==> config.mk <==
export PLATFORM = sky130hd
export DESIGN_NAME = mm_acc_store
export DESIGN_NICKNAME = d
export VERILOG_FILES = /design/src/rtl/mm_pkg.sv /design/src/rtl/mm_st_fifo.sv /design/src/rtl/mm_acc_store.sv
export SDC_FILE = /design/constraint.sdc
export NUM_CORES = 1
export LEC_CHECK = 0
export BUFFER_PORTS_ARGS = -buffer_cell sky130_fd_sc_hd__buf_4
export CORE_MARGIN = 8
export CORE_UTILIZATION = 30
export CTS_CLUSTER_DIAMETER = 80
export DETAILED_ROUTE_END_ITERATION = 8
export GPL_TIMING_DRIVEN = 0
export PLACE_DENSITY_LB_ADDON = 0.15
export SETUP_SLACK_MARGIN = 0.3
export SYNTH_ARGS = -nofsm -noshare
export SYNTH_HDL_FRONTEND = slang
export SYNTH_SLANG_ARGS = --single-unit
==> constraint.sdc <==
create_clock -name clk -period 4.6 [get_ports clk]
set_input_delay 0.23 -clock clk [delete_from_list [all_inputs] [get_ports clk]]
set_output_delay 0.23 -clock clk [all_outputs]
set_load 0.05 [all_outputs]
==> src/rtl/mm_pkg.sv <==
// rtl/mm_pkg.sv - shared types, widths and requantizer for the accumulator store path
package mm_pkg;

  localparam int ACC_ADDR_W = 11;
  localparam int ACC_DATA_W = 32;

  typedef enum logic [1:0] {
    W8  = 2'd0,
    W16 = 2'd1,
    W32 = 2'd2
  } width_e;

  typedef enum logic [1:0] {
    S_IDLE,
    S_READ,
    S_DRAIN,
    S_DONE
  } st_state_e;

  // Arithmetic right shift, then clamp to the signed range of the selected
  // output width; the result stays sign-extended in 32 bits.  Code 3 behaves as 32b.
  function automatic logic [ACC_DATA_W-1:0] requant(
    input logic [ACC_DATA_W-1:0] data,
    input logic [4:0]            shift,
    input logic [1:0]            width
  );
    logic signed [ACC_DATA_W-1:0] s;
    s = $signed(data) >>> shift;
    if (width == W8) begin
      if (s > 32'sd127)       s = 32'sd127;
      else if (s < -32'sd128) s = -32'sd128;
    end else if (width == W16) begin
      if (s > 32'sd32767)       s = 32'sd32767;
      else if (s < -32'sd32768) s = -32'sd32768;
    end
    return $unsigned(s);
  endfunction

endpackage

==> src/rtl/mm_st_fifo.sv <==
// rtl/mm_st_fifo.sv - small synchronous FIFO holding requantized words plus last flag
module mm_st_fifo #(
  parameter int DEPTH = 3,
  parameter int W     = 33,
  parameter int CW    = $clog2(DEPTH + 1)
) (
  input  logic          clk,
  input  logic          rst,
  input  logic          push,
  input  logic [W-1:0]  din,
  input  logic          pop,
  output logic [W-1:0]  dout,
  output logic [CW-1:0] count
);

  localparam int PW = (DEPTH > 1) ? $clog2(DEPTH) : 1;

  logic [W-1:0]  mem [DEPTH];
  logic [PW-1:0] wr_ptr;
  logic [PW-1:0] rd_ptr;

  function automatic logic [PW-1:0] next_ptr(input logic [PW-1:0] p);
    return (p == PW'(DEPTH - 1)) ? '0 : p + PW'(1);
  endfunction

  // Storage array; no reset needed since count gates visibility of entries.
  always_ff @(posedge clk) begin
    if (push) mem[wr_ptr] <= din;
  end

  // Pointer and occupancy bookkeeping.
  always_ff @(posedge clk) begin
    if (rst) begin
      wr_ptr <= '0;
      rd_ptr <= '0;
      count  <= '0;
    end else begin
      if (push) wr_ptr <= next_ptr(wr_ptr);
      if (pop)  rd_ptr <= next_ptr(rd_ptr);
      case ({push, pop})
        2'b10:   count <= count + CW'(1);
        2'b01:   count <= count - CW'(1);
        default: count <= count;
      endcase
    end
  end

  assign dout = mem[rd_ptr];

endmodule

==> src/rtl/mm_acc_store.sv <==
// rtl/mm_acc_store.sv - drains one accumulator bank, requantizes and streams it to the store path
module mm_acc_store
  import mm_pkg::*;
#(
  parameter int RD_LAT     = 1,
  parameter int FIFO_DEPTH = RD_LAT + 2
) (
  input  logic                  clk,
  input  logic                  rst,
  input  logic                  st_start,
  input  logic [ACC_ADDR_W-1:0] st_base_addr,
  input  logic [ACC_ADDR_W-1:0] st_len,
  input  logic                  st_bank,
  input  logic [1:0]            st_width,
  input  logic [4:0]            st_shift,
  output logic                  st_rd_en,
  output logic [ACC_ADDR_W-1:0] st_rd_addr,
  output logic                  st_rd_bank,
  input  logic [ACC_DATA_W-1:0] st_rd_data,
  output logic [ACC_DATA_W-1:0] st_data,
  output logic                  st_valid,
  input  logic                  st_ready,
  output logic                  st_last,
  output logic                  st_busy,
  output logic                  st_done
);

  localparam int CW = $clog2(FIFO_DEPTH + 1);

  st_state_e             state;
  logic [ACC_ADDR_W:0]   remaining;
  logic [1:0]            width_q;
  logic [4:0]            shift_q;
  logic [RD_LAT-1:0]     pipe_v;
  logic [RD_LAT-1:0]     pipe_last;
  logic [CW-1:0]         inflight;
  logic [CW-1:0]         fifo_count;
  logic [CW:0]           used;
  logic [ACC_DATA_W:0]   fifo_dout;
  logic                  fifo_pop;
  logic                  ret_valid;

  // Outstanding reads still travelling through the read-latency pipe.
  always_comb begin
    inflight = '0;
    for (int i = 0; i < RD_LAT; i++) inflight = inflight + CW'(pipe_v[i]);
  end

  // A read may only go out when the FIFO is guaranteed a slot for its data.
  assign used      = {1'b0, fifo_count} + {1'b0, inflight};
  assign st_rd_en  = (state == S_READ) && (used < (CW + 1)'(FIFO_DEPTH));
  assign ret_valid = pipe_v[RD_LAT-1];

  // Command sequencing: latch the command, walk the addresses, then wait for the drain.
  always_ff @(posedge clk) begin
    if (rst) begin
      state      <= S_IDLE;
      st_rd_addr <= '0;
      st_rd_bank <= 1'b0;
      width_q    <= '0;
      shift_q    <= '0;
      remaining  <= '0;
    end else begin
      case (state)
        S_IDLE: begin
          if (st_start) begin
            st_rd_addr <= st_base_addr;
            st_rd_bank <= st_bank;
            width_q    <= st_width;
            shift_q    <= st_shift;
            remaining  <= {1'b0, st_len} + (ACC_ADDR_W + 1)'(1);
            state      <= S_READ;
          end
        end
        S_READ: begin
          if (st_rd_en) begin
            st_rd_addr <= st_rd_addr + ACC_ADDR_W'(1);
            remaining  <= remaining - (ACC_ADDR_W + 1)'(1);
            if (remaining == (ACC_ADDR_W + 1)'(1)) state <= S_DRAIN;
          end
        end
        S_DRAIN: begin
          if (inflight == '0 && fifo_count == '0) state <= S_DONE;
        end
        S_DONE:  state <= S_IDLE;
        default: state <= S_IDLE;
      endcase
    end
  end

  // Read-latency tracker: marks which cycles carry returning data and whether it is the final word.
  always_ff @(posedge clk) begin
    if (rst) begin
      pipe_v    <= '0;
      pipe_last <= '0;
    end else begin
      pipe_v[0]    <= st_rd_en;
      pipe_last[0] <= st_rd_en && (remaining == (ACC_ADDR_W + 1)'(1));
      for (int i = 1; i < RD_LAT; i++) begin
        pipe_v[i]    <= pipe_v[i-1];
        pipe_last[i] <= pipe_last[i-1];
      end
    end
  end

  assign fifo_pop = st_valid && st_ready;

  mm_st_fifo #(
    .DEPTH (FIFO_DEPTH),
    .W     (ACC_DATA_W + 1),
    .CW    (CW)
  ) u_fifo (
    .clk   (clk),
    .rst   (rst),
    .push  (ret_valid),
    .din   ({pipe_last[RD_LAT-1], requant(st_rd_data, shift_q, width_q)}),
    .pop   (fifo_pop),
    .dout  (fifo_dout),
    .count (fifo_count)
  );

  assign st_valid = (fifo_count != '0);
  assign st_data  = st_valid ? fifo_dout[ACC_DATA_W-1:0] : '0;
  assign st_last  = st_valid && fifo_dout[ACC_DATA_W];
  assign st_busy  = (state == S_READ) || (state == S_DRAIN);
  assign st_done  = (state == S_DONE);

endmodule

# == Yosys cells after proc, flatten, opt, wreduce, memory -nomap -nowiden ==
# Memories as Yosys holds them, arrays and structs flattened. A register that Yosys moved wholly into a read port is not among the register bits.
# Index checks and enable logic that the tools add are counted.
# word_totals
memories,1
elab_cells,80
output_inout_bits,49
regBits,41
mem_bits_rw,99
rom_bits,0
latch_bits,0
# mem_list
memory,words,word_bits,rd,rd_clocked_by_memory_dff,wr,line_no,source
u_fifo.mem,3,33,1,1,1,mm_st_fifo.sv:18,logic [W-1:0] mem [DEPTH];
# classes
muxes,25
div_mod_pow,0
order_cmp,5
n_addsub,8
n_shift,1
eq_ne,13
multipliers,0
bitwise_logic,0
n_reduce_logical,16
# ops
cell,count
$mux 32,7
$gt 32x16->1 const B,1
$gt 32x8->1 const B,1
$lt 32x16->1 const B,1
$lt 32x8->1 const B,1
$sshr 32x5->32,1
$mux 12,2
$pmux 12 s2,1
$mux 11,2
$pmux 11 s2,1
$mux 2,8
$add 11x1->12 const B,1
$eq 12x1->1 const B,1
$sub 12x1->12 const B,1
$add 11x1->11 const B,1
$eq 2x2->1 const B,5
$logic_not 2->1,4
$pmux 2 s4,1
$add 2x1->2 const B,3
$eq 2x1->1 const B,3
$ne 2x2->1 const B,3
$reduce_bool 2->1,3
$logic_and 1x1->1,5
$pmux 2 s2,1
9 further kinds,10

# == Depth between registers and ports, before layout ==
# Gate-level depths: netlist of the first run.
# logic_depth
ltp_word,6
ltp_mapped,18
depth_no_buf,12

# == By module ==
# Synthesis of the first run repeated with hierarchy kept, for this count alone.
# hier_totals
hier_cells,941
hier_area_um2,9271.4
# by_module_without_submodules
mod,seq_area_each_um2,area_each_um2,n_inst,cells_each
mm_acc_store,700.7,5312.6,1,701
mm_st_fifo,3133.0,3958.8,1,240

# == Least setup slack after synthesis of the first run ==
# OpenSTA, ideal clock, no wires.
# synth_path
kind,reg-to-reg
start,register shift_q[1]
end,"memory u_fifo.mem[0][10], data pin"
path_stages_with_launch,18
path_buffers,5
arrival_time_ps,3781
path_slack_ps,533
required_ps,4313
cell_sequence,dfxtp_1 -> buf_4 -> buf_6 -> buf_4 -> buf_6 -> mux2i_1 -> mux2_2 -> o311ai_0 -> o211ai_1 -> or4_1 -> nor3_1 -> nand3_1 -> ha_1 -> clkbuf_1 -> nand3b_1 -> a21oi_1 -> a311oi_2 -> a21oi_1
# synth_via
elab_chain_cells,6
word_cells_on_any_way,11
# synth_rtl
element,line_no,source
from (decl),mm_acc_store.sv:33,logic [4:0] shift_q;
from (signal assigned),mm_acc_store.sv:70,shift_q <= st_shift;
$sshr 32x5->32 (*),mm_pkg.sv:28,s = $signed(data) >>> shift;
$lt 32x16->1,mm_pkg.sv:34,else if (s < -32'sd32768) s = -32'sd32768;
$mux 32,mm_pkg.sv:34,
$mux 32,mm_pkg.sv:33,if (s > 32'sd32767) s = 32'sd32767;
$mux 32,mm_pkg.sv:32,end else if (width == W16) begin
$mux 32 (*),mm_pkg.sv:29,if (width == W8) begin
net u_fifo.din[10],mm_st_fifo.sv:10,"input logic [W-1:0] din,"
to (decl),mm_st_fifo.sv:18,
# Mark *: on every way through the listed nets, which the timed path passes. The rest lies on a longest branch.

# == Worst setup path in the final report of the first run ==
# layout_path
start,register shift_q[1]
end,"memory u_fifo.mem[2][11], data pin"
# Same word-level chain as after synthesis.

==> metrics.md, run 1 <==
| Metric | Value |
|---|---|
| Power, Total | 7.01 mW |
| Sw power | 3.21 mW |
| Final net count | 1217 |
| Minimum clock period after layout | 4.12 ns |
| Global route overflow | 0 |
| GR Layer Usage met1 | 0.223 |
| Critical path startpoint category | flip-flop |
| Hpwl dp | 23900 um |
| Max VDD drop | 0.000247 V |
| CP Max Fanout | 10 |
| DRT antenna net count | 0 |
| Main synth FF type | edfxtp_1 |
| Initial Util | 0.303 |
| Seq pwr share | 0.261 |
| FP Rows | 65 |
| IO Port Bufs | 113 |
| Non-filler cells, final | 1554 |
| Root buffer cell | clkbuf_16 |
| Crit path capture type | flip-flop |
| Clk buf depth | 2 |
| Number of synthesized flops with an enable pin | 99 |
| Initial antenna violation count | 1 |
| Switching share of power | 0.458 |
| RSZ-0062 raised after global routing | no |
| Cells after synthesis | 980 |
| Ports | 115 |
| Routed vias/inst | 5.34 |
| First-pass DRT Iterations | 5 |
| # Max-Cap Violations | 0 |
| Average cell area after synthesis | 9.70 um2 |
| Syn-to-layout area delta | 24.4% |
| First-pass GRT wire length | 48400 um |
| CTS sink cnt | 142 |
| Crit path kind | reg2reg |
| DRC violations left | 0 |
| FF+latch count, synth | 142 |
| Max-slew violations | 0 |
| Int Power | 3.80 mW |
| Post-DP Area | 0.0110 mm2 |
| GPL Wtd Cong | 0.948 |
| Worst hold path type | in2reg |
| Ys Warns | 0 |
| H-Tree Depth | 4 |
| Run status | finished clean |
| Worst-margin pin slew | 1.02 ns |
| CTS tree | yes |
| Register area share after synthesis | 0.403 |
| Logic gate share of total power | 0.551 |
| Clock share of power | 0.187 |
| Commonest non-fill, non-tap cell in the layout | buf_4 |
| CTS Buf Count | 17 |
| Busiest layer in global routing | met2 |
| Die Area | 0.0376 mm2 |
| Final Instance Area | 0.0118 mm2 |
| Routed Wire Length | 30800 um |
| Placed insts | 1502 |
| Iter 0 DRT Violations | 653 |
| Synth unique cells | 73 |
| Total track usage | 0.161 |
| Die height | 194 um |
| Layout Skew | 0.0112 ns |
| Routed len/inst | 19.8 um |
| CTS clk-pin slew, worst paths | 0.07 ns |
| Final number of setup-violating endpoints | 0 |
| Fmax | 242 MHz |
| Core Footprint | 0.0314 mm2 |
| Worst-Skew Late Latency | 0.42 ns |
| P per Cell Area | 593 mW/mm2 |
| CP Data Required Time | 4.71 ns |
| LEAKAGE | 4.22 nW |
| Tcrit/Tclk final | 0.897 |
| Met3 Usage GRT | 0.0312 |
| Rel. slew slack | 0.323 |
| CP Data Arrival Time | 4.23 ns |
| Fin. Hold Viols | 0 |
| Syn_nets | 1059 |
| Via Count | 8296 |
| Commonest cells after routing, fill and taps aside | buf_4, nor2_1, edfxtp_1, a21oi_1, mux2i_1 |
| Vias in the first global route | 8195 |
| FFs w/ async S/R, synth | 0 |
| Die span in x | 194 um |
| Share of layout cells above drive strength 1 | 0.248 |
| Synthesized cell area | 0.00951 mm2 |
| Largest net degree at the start of global routing | 19 |
| GR Layer Usage met2 | 0.249 |
[per-stage QoR]
stage               worst slack [ns]  hold WS [ns]  setup TNS [ns]  utilization
floorplan                      0.533         0.310               0            -
global placement              -0.651         0.444          -43.45        0.346
detailed placement            -0.318         0.443           -6.67        0.349
CTS                            0.359        0.0425               0        0.373
global route                   0.305        0.0620               0        0.377
finish                         0.476        0.0722               0        0.377
[critical path, stage by stage (launching register included)]
cell and delay [ns]:
dfxtp_4 0.39, buf_12 0.16, buf_8 0.15, buf_4 0.20, or3_1 0.43, o211ai_1 0.33
o31ai_2 0.17, or4_1 0.52, nor3_1 0.15, nand3_1 0.10, ha_1 0.27, clkbuf_4 0.19
nand3b_1 0.10, a21oi_1 0.09, a311oi_2 0.27, buf_6 0.19, a21oi_2 0.10
[Yosys cell counts, drive strengths merged, types with 13 or more instances]
cell | n | area share
a211oi | 13 | 0.011
a21oi | 101 | 0.053
buf | 28 | 0.018
clkbuf | 50 | 0.020
dfxtp | 43 | 0.091
edfxtp | 99 | 0.31
ha | 13 | 0.017
inv | 16 | 0.0063
mux2 | 15 | 0.018
mux2i | 81 | 0.085
mux4 | 33 | 0.078
nand2 | 74 | 0.029
nand3 | 28 | 0.015
nor2 | 128 | 0.051
nor3 | 14 | 0.0074
o211ai | 26 | 0.026
o21ai | 39 | 0.021
o22ai | 16 | 0.011
[layout make-up]
| cell class | count | area [um2] |
|---|---|---|
| inverters | 17 | 63.8 |
| diodes | 1 | 2.50 |
| fillers | 3223 | 19600 |
| clock buffers | 18 | 429 |
| multi-input cells | 743 | 5340 |
| clock inverters | 14 | 131 |
| flip-flops and latches | 142 | 3840 |
| well taps | 402 | 503 |
| repair buffers | 139 | 1090 |
| plain buffers | 78 | 427 |
[worst paths after layout]
kind / startpoint / endpoint / slack, ns / cells after the start
worst max register to register: shift_q[1] / u_fifo.mem[2][11] / 0.48 / 16
worst max-delay path: shift_q[1] / u_fifo.mem[2][11] / 0.48 / 16
worst min register to register: st_rd_bank / st_rd_bank / 0.46 / 2
worst min-delay path: st_bank / st_rd_bank / 0.07 / 3
[state kept, by name, summed over array words and instances, names as in the netlist, named ones only]
signal         cells
st_rd_addr        11
width_q            2
u_fifo.count       2
u_fifo.wr_ptr      2
pipe_last          1
u_fifo.rd_ptr      2
u_fifo.mem        99
st_rd_bank         1
remaining         12
shift_q            5
pipe_v             1
state              2
[power by group through the flow]
stage                     Clock [mW]  Sequential (mW)  Combinational (mW)
after floorplan                    0             1.97                2.44
after global placement             0             1.86                3.67
after detailed placement           0             1.86                3.68
after CTS                       1.35             1.83                3.82
after global routing            1.40             1.86                4.18
final                           1.31             1.83                3.86
[metal layers]
layer | vias to the layer above | wire length (um) | share of wire
met3 | 42 | 1390 | 0.045
li1 | 4027 | - | -
met5 | - | 0 | 0
met2 | 243 | 13800 | 0.45
met1 | 3984 | 14900 | 0.48
met4 | 0 | 639 | 0.021
[cells by family after synthesis]
| logic type | synth area share |
|---|---|
| and+or+nand+nor | 0.158 |
| AOI/OAI and AO/OA | 0.186 |
| DFF | 0.403 |
| muxes | 0.181 |
| buffers and inverters | 0.0441 |
| adders and majority gates | 0.0171 |
| xor gates and xnor gates | 0.0101 |
[what timing repair did]
action | in CTS | in global routing
setup endpoints to repair | 93 | 42
pin swaps | 2 | 3
setup buffers | 16 | 2
hold endpoints to repair | 1 | 0
gates resized for setup | 21 | 29
hold buffers | 1 | 0
No activity file was read; power rests on OpenSTA's default activity.
==> run 2: changes to the inputs <==
Settings changed: CORE_MARGIN 8 to default, SYNTH_HIERARCHICAL from default to 1.
==> run 2 against run 1 <==
- combinational power decreased by 6.2%
- flip-flop and latch count did not move
- wire length decreased by 5.9%
- worst hold slack lost 0.039 ns
- final cell count down 4.4%
- first-iteration DRC count up 12%
- largest cell class unchanged
==> metrics.md, run 2 <==
| Metric | Value |
|---|---|
| Average cell area after synthesis | 9.85 um2 |
| H-Tree Depth | 4 |
| GPL Wtd Cong | 0.923 |
| Register area share after synthesis | 0.413 |
| Rel. slew slack | 0.206 |
| CTS tree | yes |
| Crit Reg-Reg Startpoint | shift_q[3] |
| Total Neg Setup Slack | 0 ns |
| Crit-path max cell delay | 0.43 ns |
| Die span in x | 178 um |
| Ports | 115 |
| Non-filler cells, final | 1485 |
| Routed len/inst | 19.5 um |
| Critical Path Source | shift_q[3] |
| Initial antenna violation count | 0 |
| Setup WS pre-CTS | -0.492 ns |
| Clk buf depth | 2 |
| CTS sink cnt | 142 |
| Cells after synthesis | 941 |
| Ys Warns | 6 |
| Syn-to-layout area delta | 24.4% |
| First-pass GRT wire length | 45400 um |
| Routed Wire Length | 29000 um |
| Yosys top cell area share | 0.321 |
| First-pass DRT Iterations | 5 |
| Synthesized cell area | 0.00927 mm2 |
| FP Rows | 63 |
| Worst hold path type | in2reg |
| Die Area | 0.0316 mm2 |
| Total track usage | 0.189 |
| DRT antenna net count | 0 |
| Synth unique cells | 73 |
| FF+latch count, synth | 142 |
| Main synth FF type | edfxtp_1 |
| Cell family with most CP delay | simple AND/OR/NAND/NOR gates |
| Reg with most FFs | u_fifo/mem |
| Die height | 178 um |
| Share of layout cells above drive strength 1 | 0.240 |
| Flop2flop setup slack | 0.49 ns |
| IO Port Bufs | 112 |
| CP Data Arrival Time | 4.33 ns |
| Fmax | 243 MHz |
| Routed vias/inst | 5.35 |
| Diode count | 0 |
| Critical path startpoint category | flip-flop |
| CP Data Required Time | 4.82 ns |
| Worst-Skew Late Latency | 0.42 ns |
| Hpwl dp | 21800 um |
| Via Count | 7945 |
| Commonest cells after routing, fill and taps aside | buf_4, nand2_1, edfxtp_1, mux2i_1, o21ai_0 |
| Int Power | 3.74 mW |
| Layout Skew | 0.0159 ns |
| Vias in the first global route | 7800 |
| Syn_nets | 1019 |
| Area leader, netlist | edfxtp_1 |
| Final number of setup-violating endpoints | 0 |
| Crit path kind | reg2reg |
| Buffers and inverters on the worst path | 4 |
| Logic gate share of total power | 0.528 |
| P per Cell Area | 594 mW/mm2 |
| Initial Util | 0.309 |
| Core Footprint | 0.0300 mm2 |
| Most used cell, CP | buf_2 |
| Iter 0 DRT Violations | 733 |
| Commonest non-fill, non-tap cell in the layout | buf_4 |
| Cell Chain, Critical Path | buf_2, buf_2, nor2_1, clkbuf_1, a221oi_4, nand3_1, or4_1, nor4_2, nand4_1, ha_1, clkbuf_4, nand3b_1, a31o_4, a31oi_2 |
| Count leader, synth | nand2_1 |
| Top cells by count, synth | nand2_1, edfxtp_1, mux2i_1 |
| Final net count | 1160 |
| Largest net degree at the start of global routing | 24 |
| Sw power | 3.11 mW |
| Max VDD drop | 0.000243 V |
| Regs by FF count | u_fifo/mem (99), remaining (12), st_rd_addr (11) |
| Fin. Hold Viols | 0 |
| Max reg flops | 99 |
| Switching share of power | 0.454 |
| Placed insts | 1449 |
| Final WS setup | 0.493 ns |
| # Max-Cap Violations | 0 |
| CP endpoint | u_fifo/mem[1][8] |
| Fill count | 3054 |
| Crit path capture type | flip-flop |
| RSZ-0062 raised after global routing | no |
| Worst-margin pin slew | 1.19 ns |
| Tcrit/Tclk final | 0.893 |
| DRC violations left | 0 |
| CTS Buf Count | 17 |
| Seq pwr share | 0.267 |
| Global route overflow | 0 |
| Number of synthesized flops with an enable pin | 99 |
| CP Max Fanout | 10 |
| Clock share of power | 0.205 |
| Minimum clock period after layout | 4.11 ns |
| Cells on worst reg2reg path | 14 |
| Top post-synthesis cells by area | edfxtp_1, dfxtp_1, mux4_2 |
| Root buffer cell | clkbuf_16 |
| Max-slew violations | 0 |
| LEAKAGE | 4.11 nW |
| Run status | finished clean |
| FFs w/ async S/R, synth | 0 |
| R2r endpoint | u_fifo/mem[1][8] |
| CTS clk-pin slew, worst paths | 0.07 ns |
| Critical Path Stages | 14 |
| Crit-path slowest cell | or4_1 |
## run 2: cell type report
cell class / instances / area (um2) / area share
inverters: 22 / 82.6 / 0.00716
multi-input cells: 704 / 5170 / 0.448
flip-flops and latches: 142 / 3830 / 0.333
plain buffers: 73 / 395 / 0.0343
well taps: 390 / 488 / 0.0423
clock inverters: 15 / 173 / 0.0150
repair buffers: 122 / 963 / 0.0835
clock buffers: 17 / 425 / 0.0369
## run 2: worst min path at each step
| stage | to | slack, ns | depth (start not counted) | startpoint |
|---|---|---|---|---|
| after floorplan | u_fifo/count[1] | 0.30 | 1 | rst |
| after global placement | st_rd_bank | 0.45 | 2 | st_rd_bank |
| after detailed placement | st_rd_bank | 0.45 | 2 | st_rd_bank |
| after CTS | u_fifo/count[1] | 0.02 | 2 | rst |
| after global routing | u_fifo/count[0] | 0.02 | 2 | rst |
| final | u_fifo/count[1] | 0.03 | 2 | rst |
## run 2: timing repair
item                                    in CTS  in global routing
hold buffers                                 0                  0
pin swaps                                    1                  1
setup buffers                                3                  1
gates resized for setup                     18                 31
endpoints found under the setup margin      93                 72
## run 2: per-stage QoR
stage,utilization,power [mW],area [um2],hold slack [ns]
6_report,0.384,6.85,11500,0.0335
5_1_grt,0.384,7.29,11500,0.0212
2_1_floorplan,-,4.27,9270,0.299
3_3_place_gp,0.353,5.32,10600,0.448
4_1_cts,0.379,6.82,11400,0.0175
3_5_place_dp,0.356,5.35,10700,0.455
## run 2: kinds of logic after synthesis
| logic type | synth area share |
|---|---|
| AND/OR/NAND/NOR | 0.162 |
| flip-flops | 0.413 |
| adder cells (fa/ha/maj) | 0.0162 |
| XOR/XNOR | 0.0113 |
| AO/OA/AOI/OAI | 0.170 |
| multiplexers | 0.182 |
| buffers and inverters | 0.0452 |
## run 2: power by group through the flow
stage	Sequential [mW]	Combinational (mW)	Clock, mW
after floorplan	1.96	2.31	0
after global placement	1.86	3.47	0
after detailed placement	1.85	3.50	0
after CTS	1.82	3.55	1.44
after global routing	1.85	3.93	1.50
final	1.83	3.62	1.40
## run 2: routing by layer
| metal | part of all wire | GRT usage | wire (um) | vias up |
|---|---|---|---|---|
| met2 | 0.44 | 0.282 | 12900 | 234 |
| met5 | 0 | 0 | 0 | - |
| met3 | 0.043 | 0.0291 | 1240 | 28 |
| li1 | - | - | - | 3838 |
| met1 | 0.49 | 0.277 | 14200 | 3845 |
| met4 | 0.022 | 0.0595 | 626 | 0 |
==> run 3: changes to the inputs <==
Clock period 4.6 ns to 4.1 ns, I/O delays scaled along.
==> run 3 against run 2 <==
- core utilization rose by 1.5 points
- first-iteration DRC count fell by 11%
- clock power up 9%
- power is 15% higher
- setup slack lost 0.16 ns
- critical path depth shrank 3
- die area did not move
- via count up 2.1%
- flip-flop and latch count unchanged
- clock skew decreased by 0.00073 ns
- worst hold slack improved by 0.0023 ns
- maximum frequency increased by 9.1%
- critical endpoint is now u_fifo/mem[1][15]
==> metrics.md, run 3 (synthesized netlist as in run 2, its figures left out) <==
| Metric | Value |
|---|---|
| Run status | finished clean |
| Buffers and inverters on the worst path | 3 |
| CTS clk-pin slew, worst paths | 0.06 ns |
| Commonest non-fill, non-tap cell in the layout | buf_4 |
| Sw power | 3.60 mW |
| Max VDD drop | 0.000300 V |
| # Max-Cap Violations | 0 |
| CP Data Required Time | 4.24 ns |
| Routed vias/inst | 5.39 |
| Routed len/inst | 19.5 um |
| H-Tree Depth | 4 |
| Worst hold path type | in2reg |
| Commonest cells after routing, fill and taps aside | buf_4, nand2_1, edfxtp_1, mux2i_1, o21ai_0 |
| Clock share of power | 0.193 |
| Initial Util | 0.309 |
| CTS sink cnt | 142 |
| Diode count | 0 |
| CP endpoint | u_fifo/mem[1][15] |
| Share of layout cells above drive strength 1 | 0.283 |
| Seq pwr share | 0.260 |
| Max reg flops | 99 |
| Critical path startpoint category | flip-flop |
| Root buffer cell | clkbuf_16 |
| Ports | 115 |
| Critical Path Stages | 11 |
| Tcrit/Tclk final | 0.918 |
| Logic gate share of total power | 0.547 |
| Layout Skew | 0.0152 ns |
| Crit-path max cell delay | 0.62 ns |
| Crit path capture type | flip-flop |
| Total track usage | 0.188 |
| Flop2flop setup slack | 0.34 ns |
| Minimum clock period after layout | 3.76 ns |
| Hpwl dp | 21500 um |
| Cell Chain, Critical Path | buf_6, buf_4, mux2i_2, mux2i_1, mux4_2, nor3_1, a31oi_2, or4b_4, a31oi_4, buf_6, o21ai_2 |
| Cell family with most CP delay | multiplexers |
| Non-filler cells, final | 1505 |
| Initial antenna violation count | 0 |
| Reg with most FFs | u_fifo/mem |
| First-pass GRT wire length | 45100 um |
| CTS tree | yes |
| DRC violations left | 0 |
| CP Data Arrival Time | 3.91 ns |
| R2r endpoint | u_fifo/mem[1][15] |
| DRT antenna net count | 0 |
| Worst hold stages | 3 |
| Largest net degree at the start of global routing | 35 |
| Rel. slew slack | 0.417 |
| IO Port Bufs | 112 |
| Core Footprint | 0.0300 mm2 |
| Fill count | 3020 |
| CTS Buf Count | 17 |
| Vias in the first global route | 7648 |
| Syn-to-layout area delta | 29.3% |
| Iter 0 DRT Violations | 652 |
| Placed insts | 1447 |
| P per Cell Area | 657 mW/mm2 |
| Die span in x | 178 um |
| CP Max Fanout | 10 |
| Regs by FF count | u_fifo/mem (99), remaining (12), st_rd_addr (11) |
| Clk buf depth | 2 |
| Worst-margin pin slew | 0.875 ns |
| Critical Path Source | shift_q[1] |
| Crit Reg-Reg Startpoint | shift_q[1] |
| RSZ-0062 raised after global routing | yes |
| Die height | 178 um |
| FP Rows | 63 |
| Fmax | 266 MHz |
| Worst-Skew Late Latency | 0.42 ns |
| Cells on worst reg2reg path | 11 |
| Int Power | 4.28 mW |
| Max-slew violations | 0 |
| Final Instance Area | 0.0120 mm2 |
| Die Area | 0.0316 mm2 |
| Crit-path slowest cell | or4b_4 |
| Most used cell, CP | buf_6 |
| GPL Wtd Cong | 0.888 |
| Routed Wire Length | 29300 um |
| Final number of setup-violating endpoints | 0 |
| Final net count | 1180 |
| Global route overflow | 0 |
| Post-DP Area | 0.0107 mm2 |
| Crit path kind | reg2reg |
| Fin. Hold Viols | 0 |
| Via Count | 8111 |
| Switching share of power | 0.456 |
| LEAKAGE | 4.28 nW |
| Hold WS | 0.0358 ns |
| First-pass DRT Iterations | 5 |
==> run 3: routing by layer <==
layer	GRT usage	up-vias	part of all wire
li1	-	3876	-
met1	0.272	3945	0.48
met2	0.287	261	0.45
met3	0.0270	29	0.047
met4	0.0570	0	0.017
met5	0	-	0
==> run 3: repair_timing <==
action | 4_1_cts | 5_1_grt
setup endpoints to repair | 96 | 93
endpoints found under the hold margin | 3 | 0
cloned | 1 | 0
pin swaps | 18 | 9
setup buffers | 14 | 10
resized for setup | 98 | 21
hold buffers | 1 | 0
==> run 3: how the worst min path moves through the flow <==
| stage | slack, ns | endpoint | startpoint |
|---|---|---|---|
| after floorplan | 0.27 | u_fifo/count[1] | rst |
| after global placement | 0.43 | u_fifo/count[1] | rst |
| after detailed placement | 0.44 | u_fifo/wr_ptr[1] | rst |
| after CTS | 0.02 | shift_q[0] | st_shift[0] |
| after global routing | 0.04 | shift_q[0] | st_shift[0] |
| final | 0.04 | shift_q[0] | st_shift[0] |
==> run 3: tightest hold or removal path, stage by stage <==
cell	delay, ns
buf_4	0.11
nand3_1	0.06
a21oi_1	0.05
==> run 3: area by class of cell <==
type / count / area [um2] / share of cell area
well taps: 390 / 488 / 0.0407
clock inverters: 15 / 148 / 0.0123
multi-input cells: 704 / 5390 / 0.450
repair buffers: 142 / 1110 / 0.0924
inverters: 22 / 83.8 / 0.00700
flip-flops and latches: 142 / 3840 / 0.320
plain buffers: 73 / 503 / 0.0420
clock buffers: 17 / 425 / 0.0355
==> run 3: metrics by stage <==
stage	utilization	setup WS (ns)	setup TNS (ns)	total power, mW
finish	0.399	0.336	0	7.88
global route	0.399	0.233	0	8.34
detailed placement	0.356	-0.837	-54.19	5.99
floorplan	-	0.347	0	4.79
CTS	0.393	0.237	0	7.80
global placement	0.353	-1.02	-86.38	5.97
==> run 3: power by group through the flow <==
stage | sequential [mW] | clock, mW | combinational, mW
after detailed placement | 2.07 | 0 | 3.92
after CTS | 2.05 | 1.57 | 4.19
after global placement | 2.08 | 0 | 3.89
after floorplan | 2.20 | 0 | 2.59
after global routing | 2.08 | 1.62 | 4.64
final | 2.05 | 1.52 | 4.31
